### config.mk
export PLATFORM = sky130hd
export DESIGN_NAME = stopwatch_ctrl
export DESIGN_NICKNAME = d
export VERILOG_FILES = /design/src/rtl/stopwatch_pkg.sv /design/src/rtl/stopwatch_ctrl_debounce.sv /design/src/rtl/stopwatch_ctrl.sv
export SDC_FILE = /design/constraint.sdc
export NUM_CORES = 1
export LEC_CHECK = 0
export BUFFER_PORTS_ARGS = -buffer_cell sky130_fd_sc_hd__buf_2
export CAP_MARGIN = 20
export CORE_MARGIN = 2
export CORE_UTILIZATION = 30
export CTS_BUF_LIST = sky130_fd_sc_hd__clkbuf_8
export DETAILED_ROUTE_END_ITERATION = 8
export PLACE_DENSITY_LB_ADDON = 0.2
export SETUP_SLACK_MARGIN = 0.2
export SLEW_MARGIN = 15
export SYNTH_ARGS = -nofsm -noshare
export SYNTH_HDL_FRONTEND = slang
export SYNTH_SLANG_ARGS = --single-unit
### constraint.sdc
create_clock -name clk -period 3 [get_ports clk]
set_input_delay 0.45 -clock clk [delete_from_list [all_inputs] [get_ports clk]]
set_output_delay 0.45 -clock clk [all_outputs]
set_load 0.01 [all_outputs]
### src/rtl/stopwatch_pkg.sv
// Shared types and constants for the stopwatch control path and its datapath.
package stopwatch_pkg;

  // Run/stop/lap/clear state encodings (visible on state_o)
  typedef enum logic [1:0] {
    ST_IDLE = 2'b00,
    ST_RUN  = 2'b01,
    ST_LAP  = 2'b10,
    ST_STOP = 2'b11
  } sw_state_t;

  // Level outputs decoded from a state
  typedef struct packed {
    logic clr;
    logic timer_run;
    logic disp_hold;
    logic led_run;
    logic led_lap;
  } sw_out_t;

  // 20 ms of stable level at 50 MHz
  localparam int unsigned DB_CYCLES_DEFAULT = 1_000_000;
  localparam int unsigned DB_W_DEFAULT      = 20;

  // BCD digit limits used by the counter chain (units digits / tens digits)
  localparam logic [3:0] BCD_MAX_UNITS = 4'd9;
  localparam logic [3:0] BCD_MAX_TENS  = 4'd5;

  // Level outputs for a given state
  function automatic sw_out_t decode_state(input sw_state_t s);
    sw_out_t o;
    o.clr       = (s == ST_IDLE);
    o.timer_run = (s == ST_RUN) || (s == ST_LAP);
    o.disp_hold = (s == ST_LAP);
    o.led_run   = (s == ST_RUN) || (s == ST_LAP);
    o.led_lap   = (s == ST_LAP);
    return o;
  endfunction

  // Transition table; a start/stop press takes priority over a lap/reset press
  function automatic sw_state_t next_state(input sw_state_t s, input logic ss, input logic lr);
    sw_state_t n;
    n = s;
    unique case (s)
      ST_IDLE: if (ss) n = ST_RUN;
      ST_RUN: begin
        if (ss)      n = ST_STOP;
        else if (lr) n = ST_LAP;
      end
      ST_LAP: begin
        if (ss)      n = ST_STOP;
        else if (lr) n = ST_RUN;
      end
      ST_STOP: begin
        if (ss)      n = ST_RUN;
        else if (lr) n = ST_IDLE;
      end
      default: n = ST_IDLE;
    endcase
    return n;
  endfunction

endpackage

### src/rtl/stopwatch_ctrl_debounce.sv
// Push-button conditioner: 2-FF synchronizer, stable-level debouncer and
// one-cycle press pulse on the debounced falling edge (buttons are active-low).
module key_debounce
  import stopwatch_pkg::*;
#(
  parameter int unsigned DB_CYCLES = DB_CYCLES_DEFAULT,
  parameter int unsigned DB_W      = DB_W_DEFAULT
) (
  input  logic clk,
  input  logic reset,
  input  logic key_n,
  output logic press
);

  localparam logic [DB_W-1:0] CNT_LAST = DB_W'(DB_CYCLES - 1);

  logic            sync1;
  logic            sync2;
  logic [1:0]      sync_vld;
  logic            stb;
  logic [DB_W-1:0] cnt;
  logic [DB_W-1:0] rel_cnt;
  logic            armed;

  // Bring the raw key into the clock domain; sync_vld marks when sync2 holds a real sample
  always_ff @(posedge clk) begin
    if (reset) begin
      sync1    <= 1'b1;
      sync2    <= 1'b1;
      sync_vld <= '0;
    end else begin
      sync1    <= key_n;
      sync2    <= sync1;
      sync_vld <= {sync_vld[0], 1'b1};
    end
  end

  // Track the stable level and emit a pulse when it falls to pressed
  always_ff @(posedge clk) begin
    if (reset) begin
      stb   <= 1'b1;
      cnt   <= '0;
      press <= 1'b0;
    end else begin
      press <= 1'b0;
      if (sync2 == stb) begin
        cnt <= '0;
      end else if (cnt == CNT_LAST) begin
        stb   <= sync2;
        cnt   <= '0;
        press <= armed & ~sync2;
      end else begin
        cnt <= cnt + DB_W'(1);
      end
    end
  end

  // Presses are accepted only after the key has been seen released for a full
  // debounce window since reset, so a key held through reset is not replayed.
  always_ff @(posedge clk) begin
    if (reset) begin
      armed   <= 1'b0;
      rel_cnt <= '0;
    end else if (!armed) begin
      if (sync_vld[1] && sync2) begin
        if (rel_cnt == CNT_LAST) begin
          armed   <= 1'b1;
          rel_cnt <= '0;
        end else begin
          rel_cnt <= rel_cnt + DB_W'(1);
        end
      end else begin
        rel_cnt <= '0;
      end
    end
  end

endmodule

### src/rtl/stopwatch_ctrl.sv
// Stopwatch control sequencer: debounced start/stop and lap/reset keys drive a
// four-state run/stop/lap/clear machine controlling the timer, counters and display latch.
module stopwatch_ctrl
  import stopwatch_pkg::*;
#(
  parameter int unsigned DB_CYCLES = DB_CYCLES_DEFAULT,
  parameter int unsigned DB_W      = DB_W_DEFAULT
) (
  input  logic       clk,
  input  logic       reset,
  input  logic       key_ss_n,
  input  logic       key_lr_n,
  input  logic       tick,
  output logic       clr,
  output logic       timer_run,
  output logic       count_en,
  output logic       disp_hold,
  output logic [1:0] state_o,
  output logic       led_run,
  output logic       led_lap
);

  logic      ss_press;
  logic      lr_press;
  sw_state_t state_q;
  sw_state_t state_nxt;
  sw_out_t   outs_q;

  key_debounce #(
    .DB_CYCLES (DB_CYCLES),
    .DB_W      (DB_W)
  ) u_db_ss (
    .clk   (clk),
    .reset (reset),
    .key_n (key_ss_n),
    .press (ss_press)
  );

  key_debounce #(
    .DB_CYCLES (DB_CYCLES),
    .DB_W      (DB_W)
  ) u_db_lr (
    .clk   (clk),
    .reset (reset),
    .key_n (key_lr_n),
    .press (lr_press)
  );

  // Next state from the press events
  always_comb begin
    state_nxt = next_state(state_q, ss_press, lr_press);
  end

  // State register; level outputs are registered from the next state so they change with it
  always_ff @(posedge clk) begin
    if (reset) begin
      state_q <= ST_IDLE;
      outs_q  <= decode_state(ST_IDLE);
    end else begin
      state_q <= state_nxt;
      outs_q  <= decode_state(state_nxt);
    end
  end

  assign state_o   = state_q;
  assign clr       = outs_q.clr;
  assign timer_run = outs_q.timer_run;
  assign disp_hold = outs_q.disp_hold;
  assign led_run   = outs_q.led_run;
  assign led_lap   = outs_q.led_lap;

  // tick is judged against the current state, so a tick in the leaving cycle still counts
  assign count_en  = tick & outs_q.timer_run;

endmodule

==> results of run 1 <==
## where the power goes
| part | internal [mW] | switching (mW) |
|---|---|---|
| sequential | 1.29 | 0.00525 |
| combinational | 0.0116 | 0.0336 |
| clock | 0.521 | 0.469 |
| total | 1.83 | 0.507 |
## through the flow
stage	worst slack (ns)	cell area [sq um]	util, %	hold WS [ns]	total power, mW
detailed placement	0.623	4650	32.1	0.404	1.37
floorplan	0.953	4420	-	0.389	1.36
finish	0.642	4890	33.8	0.260	2.33
global route	0.438	4890	33.8	0.253	2.43
global placement	0.696	4650	32.1	0.407	1.37
CTS	0.612	4890	33.8	0.242	2.38
## synthesized netlist by cell type (9+ instances only)
library cell	number
dfxtp_1	97
nor2_1	79
nand2_1	49
nand3_1	44
xor2_1	33
nand4_1	18
xnor2_1	17
a31oi_1	16
nor3_1	13
and3_1	12
clkbuf_1	12
a21oi_1	11
or4_1	10
or3_1	9
## cell families after synthesis
group	count (synthesis)	synth area share, %
flops	97	44.0
buf+inv	20	1.95
mux	2	0.453
simple gates	294	35.1
fa+ha+maj	5	1.42
compound gates	52	7.22
xor+xnor	50	9.92
## area by class of cell
class	count	share of cell area (%)
Tap cell	184	4.71
Multi-Input combinational cell	403	48.8
Inverter	5	0.384
Sequential cell	97	39.7
Clock buffer	11	3.09
Timing Repair Buffer	14	1.53
Clock inverter	5	1.76
## registers in the layout, indices dropped and copies added, names as in the netlist
name / count
u_db_ss.sync_vld: 1
u_db_ss.stb: 1
u_db_lr.sync_vld: 1
u_db_lr.armed: 1
u_db_ss.cnt: 20
state_o: 2
u_db_ss.rel_cnt: 20
clr: 1
u_db_lr.rel_cnt: 20
u_db_lr.cnt: 20
led_lap: 1
u_db_lr.sync1: 1
u_db_lr.stb: 1
u_db_lr.press: 1
u_db_lr.sync2: 1
u_db_ss.sync2: 1
led_run: 1
u_db_ss.press: 1
u_db_ss.armed: 1
u_db_ss.sync1: 1
## critical path, cell delays in order (launching register included)
cell	delay [ns]
dfxtp_1	0.38
or4b_1	0.57
nor4_2	0.37
a21oi_1	0.35
o21ai_2	0.42
o21ai_0	0.15
## worst paths after layout
path                                          from                                to  slack [ns]
setup / recovery  u_db_ss.rel_cnt[12]$_SDFFE_PP0N_  u_db_ss.rel_cnt[10]$_SDFFE_PP0N_        0.64
hold reg to reg           u_db_lr.sync1$_SDFF_PP1_          u_db_lr.sync2$_SDFF_PP1_        0.42
setup reg to reg  u_db_ss.rel_cnt[12]$_SDFFE_PP0N_  u_db_ss.rel_cnt[10]$_SDFFE_PP0N_        0.64
hold / removal                            key_ss_n          u_db_ss.sync1$_SDFF_PP1_        0.26
## metal layers
| metal | GRT usage, % | vias to the layer above | share of wire [%] |
|---|---|---|---|
| met2 | 17.8 | 56 | 43 |
| met3 | 2.40 | 11 | 3.3 |
| met5 | 0 | - | 0 |
| met1 | 16.3 | 1631 | 52 |
| met4 | 6.08 | 0 | 1.9 |
| li1 | - | 1865 | - |
==> results summary, run 1 <==
The worst hold path depth is 2. The TritonCTS sink count is 97. Counting tap cells, the placed design contains a total of 703 instances. The count of buffers added on input and output ports is 12. The layout cell share with drive strength beyond 1 came out at 8.04%. The clock-pin slew on the worst setup and hold paths came out at 0.10 ns. The multi-input combinational cell area is 2390 sq um. The wire length of the first global-routing pass is 15.6 mm.

The count of inserted antenna diode cells came out at 0. The initial antenna violation count is 0. The final-stage net count is 540. After clock tree synthesis, the repair step resized 0 gates. For this run, the leading register cell type out of synthesis is dfxtp_1. The synthesized design devotes to its leading area cell type 44.0% of total area.

The average wire per cell in the routed design is approximately 12 um. In the post-synthesis netlist, the biggest area contributors are dfxtp_1 44%, nor2_1 6.7%, xor2_1 6.5%. The arrival time at the worst endpoint is 2.61 ns.

The tree is rooted in a clkbuf_8. The max-slew violation total from the final report is 0. The data required time of the critical path came out at 3.25 ns.

The worst setup path is launched from a flop. The number of maximum-capacitance constraint violations came out at 0. The number of buffers inserted to repair setup after CTS came out at 0.

The final route contains 3563 vias. The I/O pin total is 13. The path class of the tightest hold or removal check is in2reg. Of all nets on the critical path, the largest fanout is 11. The first-pass iteration count of the detailed router came out at 4. The highest achievable clock rate came out at 0.424 GHz.

Between clock sinks in the finished design, the worst skew comes to 0.0107 ns. The instance count of the mapped netlist came out at 520. The normalized max-slew margin came out at 40.0%. The Yosys step of the flow raised 0 warnings. After legalization and detailed placement, the total HPWL measured 6.00 mm.

The total overflow left after global routing is 0. TritonCTS built the clock tree. The flow ran to the end, and the final reports show no timing, DRC or antenna violations. The clock passes through at most 2 buffers. After floorplanning, the core was divided into 44 placement rows. The pin count of the biggest net entering global routing is 31.

The worst IR drop on VDD is 0.219 mV. The die height is 125 um. The total negative slack came out at 0 ns. The number of fillers in the final layout came out at 1487.

Wires add up to 8.81 mm. The area of all sequential standard cells is about 2000 sq um. The leakage power figure is 1.55 nW.

In this run, synthesis produced a sequential element count of between 90 and 100. The share of synthesized registers carrying an async set or reset came out at 0%. The area of the die came out at approximately 16000 sq um. Dividing the detail-routed via count by the number of cells gives 4.96.

The final routed DRC violation total came out at 0. The non-filler instance count after layout came out at around 720. The core region is 14500 sq um.

Setup repair after global routing left no endpoint under its margin. Power spread over the standard cell area amounts to 477 nW/um^2. The number of CTS-inserted buffers is 9. The mean instance size in the synthesized netlist came out at 8.49 sq um. The depth of the CTS H-tree is 3. The initial utilization of the core area, before any placement, comes to 30.5%. The number of nets still failing antenna checks after routing came out at 0. For the pin with the worst max-slew slack, the measured transition is 0.900 ns. The first-iteration detailed-routing DRC count is 330. The largest total area in the synthesized netlist belongs to dfxtp_1.

The number of enable-type register cells in the synthesized netlist is 0. Global routing used 11.9% of the available tracks. The number of global-route vias before repair came to 3338.

The insertion delay of the later-clocked pin in the worst-skew pair is ~0.37 ns. The total standard cell area after synthesis came out at 4420 sq um. The library cells used most frequently in the layout, excluding fill and tap cells, are 97 x dfxtp_1, 79 x nor2_1, 49 x nand2_1.

The number of hold violations in the final report is 0. The routed design could run at a clock period as short as 2.36 ns. The worst setup path is of the reg2reg kind. The number of distinct library cell variants in the gate-level netlist after synthesis came out at 50. The final worst-path cycle share is around four fifths. Counting every net in the synthesized netlist gives 530. The proportion of synthesized chip area in sequential cells came out at 44.0%.

The count of hold buffers inserted by post-cts repair is 0. The library cell used most frequently in the layout, excluding fill and tap cells, is dfxtp_1. The die outline width is 125 um. STA classifies the critical path endpoint as a flop. The worst register-to-register path has a depth of 5. The routability congestion estimate from global placement came out at 0.773.

The final number of setup-violating endpoints is 0. The area growth from synthesis to layout came out at 10.8%.
Power figures use the tool's default switching activity.
==> run 2, diff against run 1 <==
--- a/config.mk
+++ b/config.mk
@@ -5,6 +5,7 @@
 export SDC_FILE = /design/constraint.sdc
 export NUM_CORES = 1
 export LEC_CHECK = 0
+export ABC_AREA = 1
 export BUFFER_PORTS_ARGS = -buffer_cell sky130_fd_sc_hd__buf_2
 export CAP_MARGIN = 20
 export CORE_MARGIN = 2
==> constraint.sdc (replaced) <==
create_clock -name clk -period 1.91 [get_ports clk]
set_input_delay 0.2865 -clock clk [delete_from_list [all_inputs] [get_ports clk]]
set_output_delay 0.2865 -clock clk [all_outputs]
set_load 0.01 [all_outputs]
==> run 2 against run 1 <==
Effect of this change:
- non-clock buffer count increased by 6
- clock power rose by 26%
- sequential cell count unchanged
- total power grew 45%
- synthesized area is 15% higher
- largest power group unchanged
- critical path depth grew 3
==> results summary, run 2 <==
The hold path endpoint is u_db_lr.sync1$_SDFF_PP1_ (was u_db_ss.sync1$_SDFF_PP1_). The fraction of post-synthesis cell area in the top cell type by area came to 38.3% (was 44.0%). The clock-pin slew on the worst setup and hold paths came out at 0.10 ns (about the same). The number of rows in the core area is 47 (was 44).

The leakage power figure came out at 1.94 nW (was 1.55 nW). The count of inserted antenna diode cells is 0 (unchanged). The cell taking the most area after synthesis is dfxtp_1 (unchanged).

The die outline width was 134 um (was 125 um). The worst-case clock buffer depth is 2 (unchanged). The count of hold buffers inserted by post-cts repair is 0 (unchanged).

Series of cell instances along the critical path: ha_1 -> nand3_2 -> nor2_2 -> nand3_2 -> nor2_4 -> o21ai_2 -> nand2_2 -> nor2_1 (was or4b_1 -> nor4_2 -> a21oi_1 -> o21ai_2 -> o21ai_0). The TritonCTS sink count came out at 97 (unchanged). The number of maximum-capacitance constraint violations is 0 (unchanged). The share of synthesized registers carrying an async set or reset is 0% (unchanged). Top post-synthesis cells by count: 169 x nand2_1, 110 x nor2_1, 97 x dfxtp_1, 90 x inv_1, 51 x nand3_1 (was 97 x dfxtp_1, 79 x nor2_1, 49 x nand2_1, 44 x nand3_1, 33 x xor2_1).

The reg-to-reg endpoint is u_db_lr.rel_cnt[8]$_SDFFE_PP0N_ (was u_db_ss.rel_cnt[10]$_SDFFE_PP0N_). The adder-cell share of the synthesized area came out at 1.23% (was 1.42%). The number of gates resized after cts came out at 0 (unchanged). The starting utilization of the core area is 30.6% (was 30.5%). The part of the total power dissipated in combinational logic is 2.8% (was 1.9%). The half-perimeter wire length after placement was 8.16 mm (was 6.00 mm). The simple-gate portion of the synthesized area was 39.5% (was 35.1%). The total negative slack was 0 ns (unchanged). The aggregate global-route resource usage came out at 13.3% (was 11.9%). The power consumption came to 3.38 mW (was 2.33 mW). The number of hold violations in the final report is 0 (unchanged).

The number of nets still failing antenna checks after routing came to 0 (unchanged). The first-pass iteration count of the detailed router came to 5 (was 4). The compound-gate portion of the synthesized area is 7.84% (was 7.22%). The layout cell share with drive strength beyond 1 came out at 12.2% (was 8.04%). The area growth from synthesis to layout came out at 10.4% (was 10.8%).

The time the final worst path needs with I/O delays and setup came out at 1.57 ns (was 2.36 ns). The number of storage elements in the synthesis netlist is 97 (unchanged). The total overflow reported by the global router came to 0 (unchanged). The initial antenna violation count was 0 (unchanged). The highest achievable clock rate is 0.639 GHz (was 0.424 GHz).

The I/O pin total is 13 (unchanged). The number of buffers inserted to repair setup after CTS came out at 0 (unchanged). The internal power came out at 2.56 mW (was 1.83 mW).

The total standard cell area after synthesis is 5080 sq um (was 4420 sq um). The type of the most critical hold path is in2reg (unchanged). The wire length of the first global-routing pass came to 19.4 mm (was 15.6 mm). The clock tree from TritonCTS was done (unchanged). The vias per cell is 4.44 (was 4.96).

The area of the die came out at 18000 sq um (was 15700 sq um). The final-stage net count came out at 765 (was 540). The kind of critical path is reg2reg (unchanged). The total number of vias came out at 4350 (was 3563). The aggregate routed wire length is 11.1 mm (was 8.81 mm). The number of CTS-inserted buffers is 9 (unchanged). The xor/xnor cell area share of the yosys netlist was 4.83% (was 9.92%). The register-to-register path setup slack is 0.34 ns (was 0.64 ns). The number of distinct library cell variants in the gate-level netlist after synthesis is 35 (was 50). The worst-path cell with the longest stage delay is dfxtp_1 (was or4b_1). The leading cell type in the layout, fill and taps excluded is nand2_1 (was dfxtp_1). The worst hold path depth came out at 2 (unchanged). The worst IR drop on VDD is 0.303 mV (was 0.219 mV). The insertion delay of the later-clocked pin in the worst-skew pair is 0.38 ns (was 0.37 ns). Cells taking the most area after synthesis: dfxtp_1 38%, nand2_1 12%, nor2_1 8.1% (was dfxtp_1 44%, nor2_1 6.7%, xor2_1 6.5%).

The main combinational cell family by area after synthesis is simple AND/OR/NAND/NOR gates (unchanged). The endpoint class of the critical path is a flop (unchanged). The depth of the CTS H-tree is 3 (unchanged). The number of enable-type register cells in the synthesized netlist is 0 (unchanged).

The maximum fanout count along the critical path came out at 7 (was 11). The first-iteration detailed-routing DRC count came to 222 (was 330). The most used flip-flop cell after synthesis is dfxtp_1 (unchanged). The instance count of the mapped netlist came out at 738 (was 520).

The routability congestion estimate from global placement came out at 0.849 (was 0.773). The count of input and output buffers came out at 12 (unchanged). Result of the run: completed (unchanged).

The depth of the worst register-to-register path is 8 (was 5). The average wire per cell in the routed design came out at 11.3 um (was 12.2 um). The net count of the mapped netlist came out at 748 (was 530). The share of power burned in the clock network is 36.9% (was 42.4%).

The most numerous cell type found on the critical path is nand3_2. The number of buffers and inverters on the critical path is 0 (unchanged). The mean instance size in the synthesized netlist came out at 6.88 sq um (was 8.49 sq um). The normalized max-slew margin came out at 69.1% (was 40.0%). The cell at the root of the clock tree was clkbuf_8 (unchanged). The non-filler instance count after layout came out at 980 (was 719). Commonest cells after routing, fill and taps aside: 168 x nand2_1, 110 x nor2_1, 96 x dfxtp_1 (was 97 x dfxtp_1, 79 x nor2_1, 49 x nand2_1). RSZ-0062 raised after global routing: false (unchanged).

The most repeated cell in the gate-level netlist after synthesis is nand2_1 (was dfxtp_1). The cell area power density is 604 nW/um^2 (was 477 nW/um^2). The largest clock skew in the final design is 0.0110 ns (was 0.0107 ns).

The number of warnings issued by yosys came out at 0 (unchanged). The floorplan core area is 16600 sq um (was 14500 sq um). The proportion of synthesized chip area in sequential cells was 38.3% (was 44.0%).

The sequential fraction of design power came to 60.3% (was 55.6%). The kind of launch point of the worst setup path is a flop (unchanged). The switching share of power is 24.2% (was 21.7%). The final worst-path cycle share is 82.0% (was 78.6%). The power spent charging and discharging nets came out at 818 uW (was 507 uW).

The multiplexer area fraction after synthesis is 0% (was 0.453%). The critical register-to-register path startpoint was u_db_lr.rel_cnt[0]$_SDFFE_PP0N_ (was u_db_ss.rel_cnt[12]$_SDFFE_PP0N_). The die height came out at 134 um (was 125 um). The startpoint of the lowest-slack hold path is key_lr_n (was key_ss_n).

The number of global-route vias before repair came to 4157 (was 3338). The largest incremental delay on the critical path came to 0.38 ns (was 0.57 ns). The arrival time at the worst endpoint came out at 1.84 ns (was 2.61 ns). The number of placed instances, taps included came out at 964 (was 703).

The largest delay contributor family on the critical path is simple AND/OR/NAND/NOR gates (unchanged). The actual transition at the worst max-transition pin is 0.463 ns (was 0.900 ns). The pin count of the biggest net entering global routing is 27 (was 31). The final number of setup-violating endpoints is 0 (unchanged).

The data required time of the critical path came to 2.19 ns (was 3.25 ns). The final routed DRC violation total is 0 (unchanged). The max-slew violation total from the final report is 0 (unchanged).
run 2: how the worst max path moves through the flow:
stage,startpoint,endpoint,slack (ns),cells past startpoint
after floorplan,u_db_lr.cnt[0]$_SDFF_PP0_,u_db_lr.cnt[16]$_SDFF_PP0_,0.50,8
after global placement,u_db_lr.rel_cnt[0]$_SDFFE_PP0N_,u_db_lr.rel_cnt[16]$_SDFFE_PP0N_,0.36,8
after detailed placement,u_db_lr.cnt[0]$_SDFF_PP0_,u_db_lr.cnt[16]$_SDFF_PP0_,0.34,8
after CTS,u_db_lr.cnt[0]$_SDFF_PP0_,u_db_lr.cnt[18]$_SDFF_PP0_,0.31,8
after global routing,u_db_lr.rel_cnt[0]$_SDFFE_PP0N_,u_db_lr.rel_cnt[16]$_SDFFE_PP0N_,0.20,8
final,u_db_lr.rel_cnt[0]$_SDFFE_PP0N_,u_db_lr.rel_cnt[8]$_SDFFE_PP0N_,0.34,8
run 2: metrics by stage:
stage | hold WS, ns | setup slack [ns] | utilization, % | cell area (sq um)
6_report | 0.0805 | 0.344 | 33.8 | 5600
5_1_grt | 0.0794 | 0.200 | 33.8 | 5600
4_1_cts | 0.0690 | 0.312 | 33.7 | 5590
3_5_place_dp | 0.392 | 0.338 | 32.7 | 5420
3_3_place_gp | 0.391 | 0.358 | 32.7 | 5420
2_1_floorplan | 0.388 | 0.499 | - | 5080
run 2: cell type report:
class                           count  area [sq um]
Sequential cell                    97          1940
Inverter                           94           353
Fill cell                        1867         11000
Multi-Input combinational cell    533          2720
Tap cell                          220           275
Clock buffer                       10           138
Timing Repair Buffer               20           136
Clock inverter                      6          36.3
run 2: worst register-to-register path, stage by stage (launching register included):
cell	delay, ns
dfxtp_1	0.38
ha_1	0.20
nand3_2	0.12
nor2_2	0.17
nand3_2	0.13
nor2_4	0.16
o21ai_2	0.11
nand2_2	0.16
nor2_1	0.05
run 2: power by group through the flow:
stage	Clock (mW)	Combinational [mW]	Sequential, mW
CTS	1.32	0.0955	2.04
finish	1.25	0.0950	2.04
detailed placement	0	0.0951	2.09
global placement	0	0.0959	2.09
global route	1.38	0.110	2.04
floorplan	0	0.0626	2.08
run 2: layer usage:
metal  wire length [um]  vias to the layer above  share of wire, %  GRT usage (%)
met3                265                        6               2.4           3.63
met4                120                        0               1.1           3.33
met5                  0                        -                 0              0
met1               5760                     1933                52           17.9
met2               4960                       33                45           21.1
li1                   -                     2378                 -              -
run 2: kinds of logic after synthesis:
| logic type | Yosys count |
|---|---|
| simple gates | 429 |
| buf+inv | 108 |
| flops | 97 |
| compound gates | 71 |
| xor+xnor | 28 |
| fa+ha+maj | 5 |
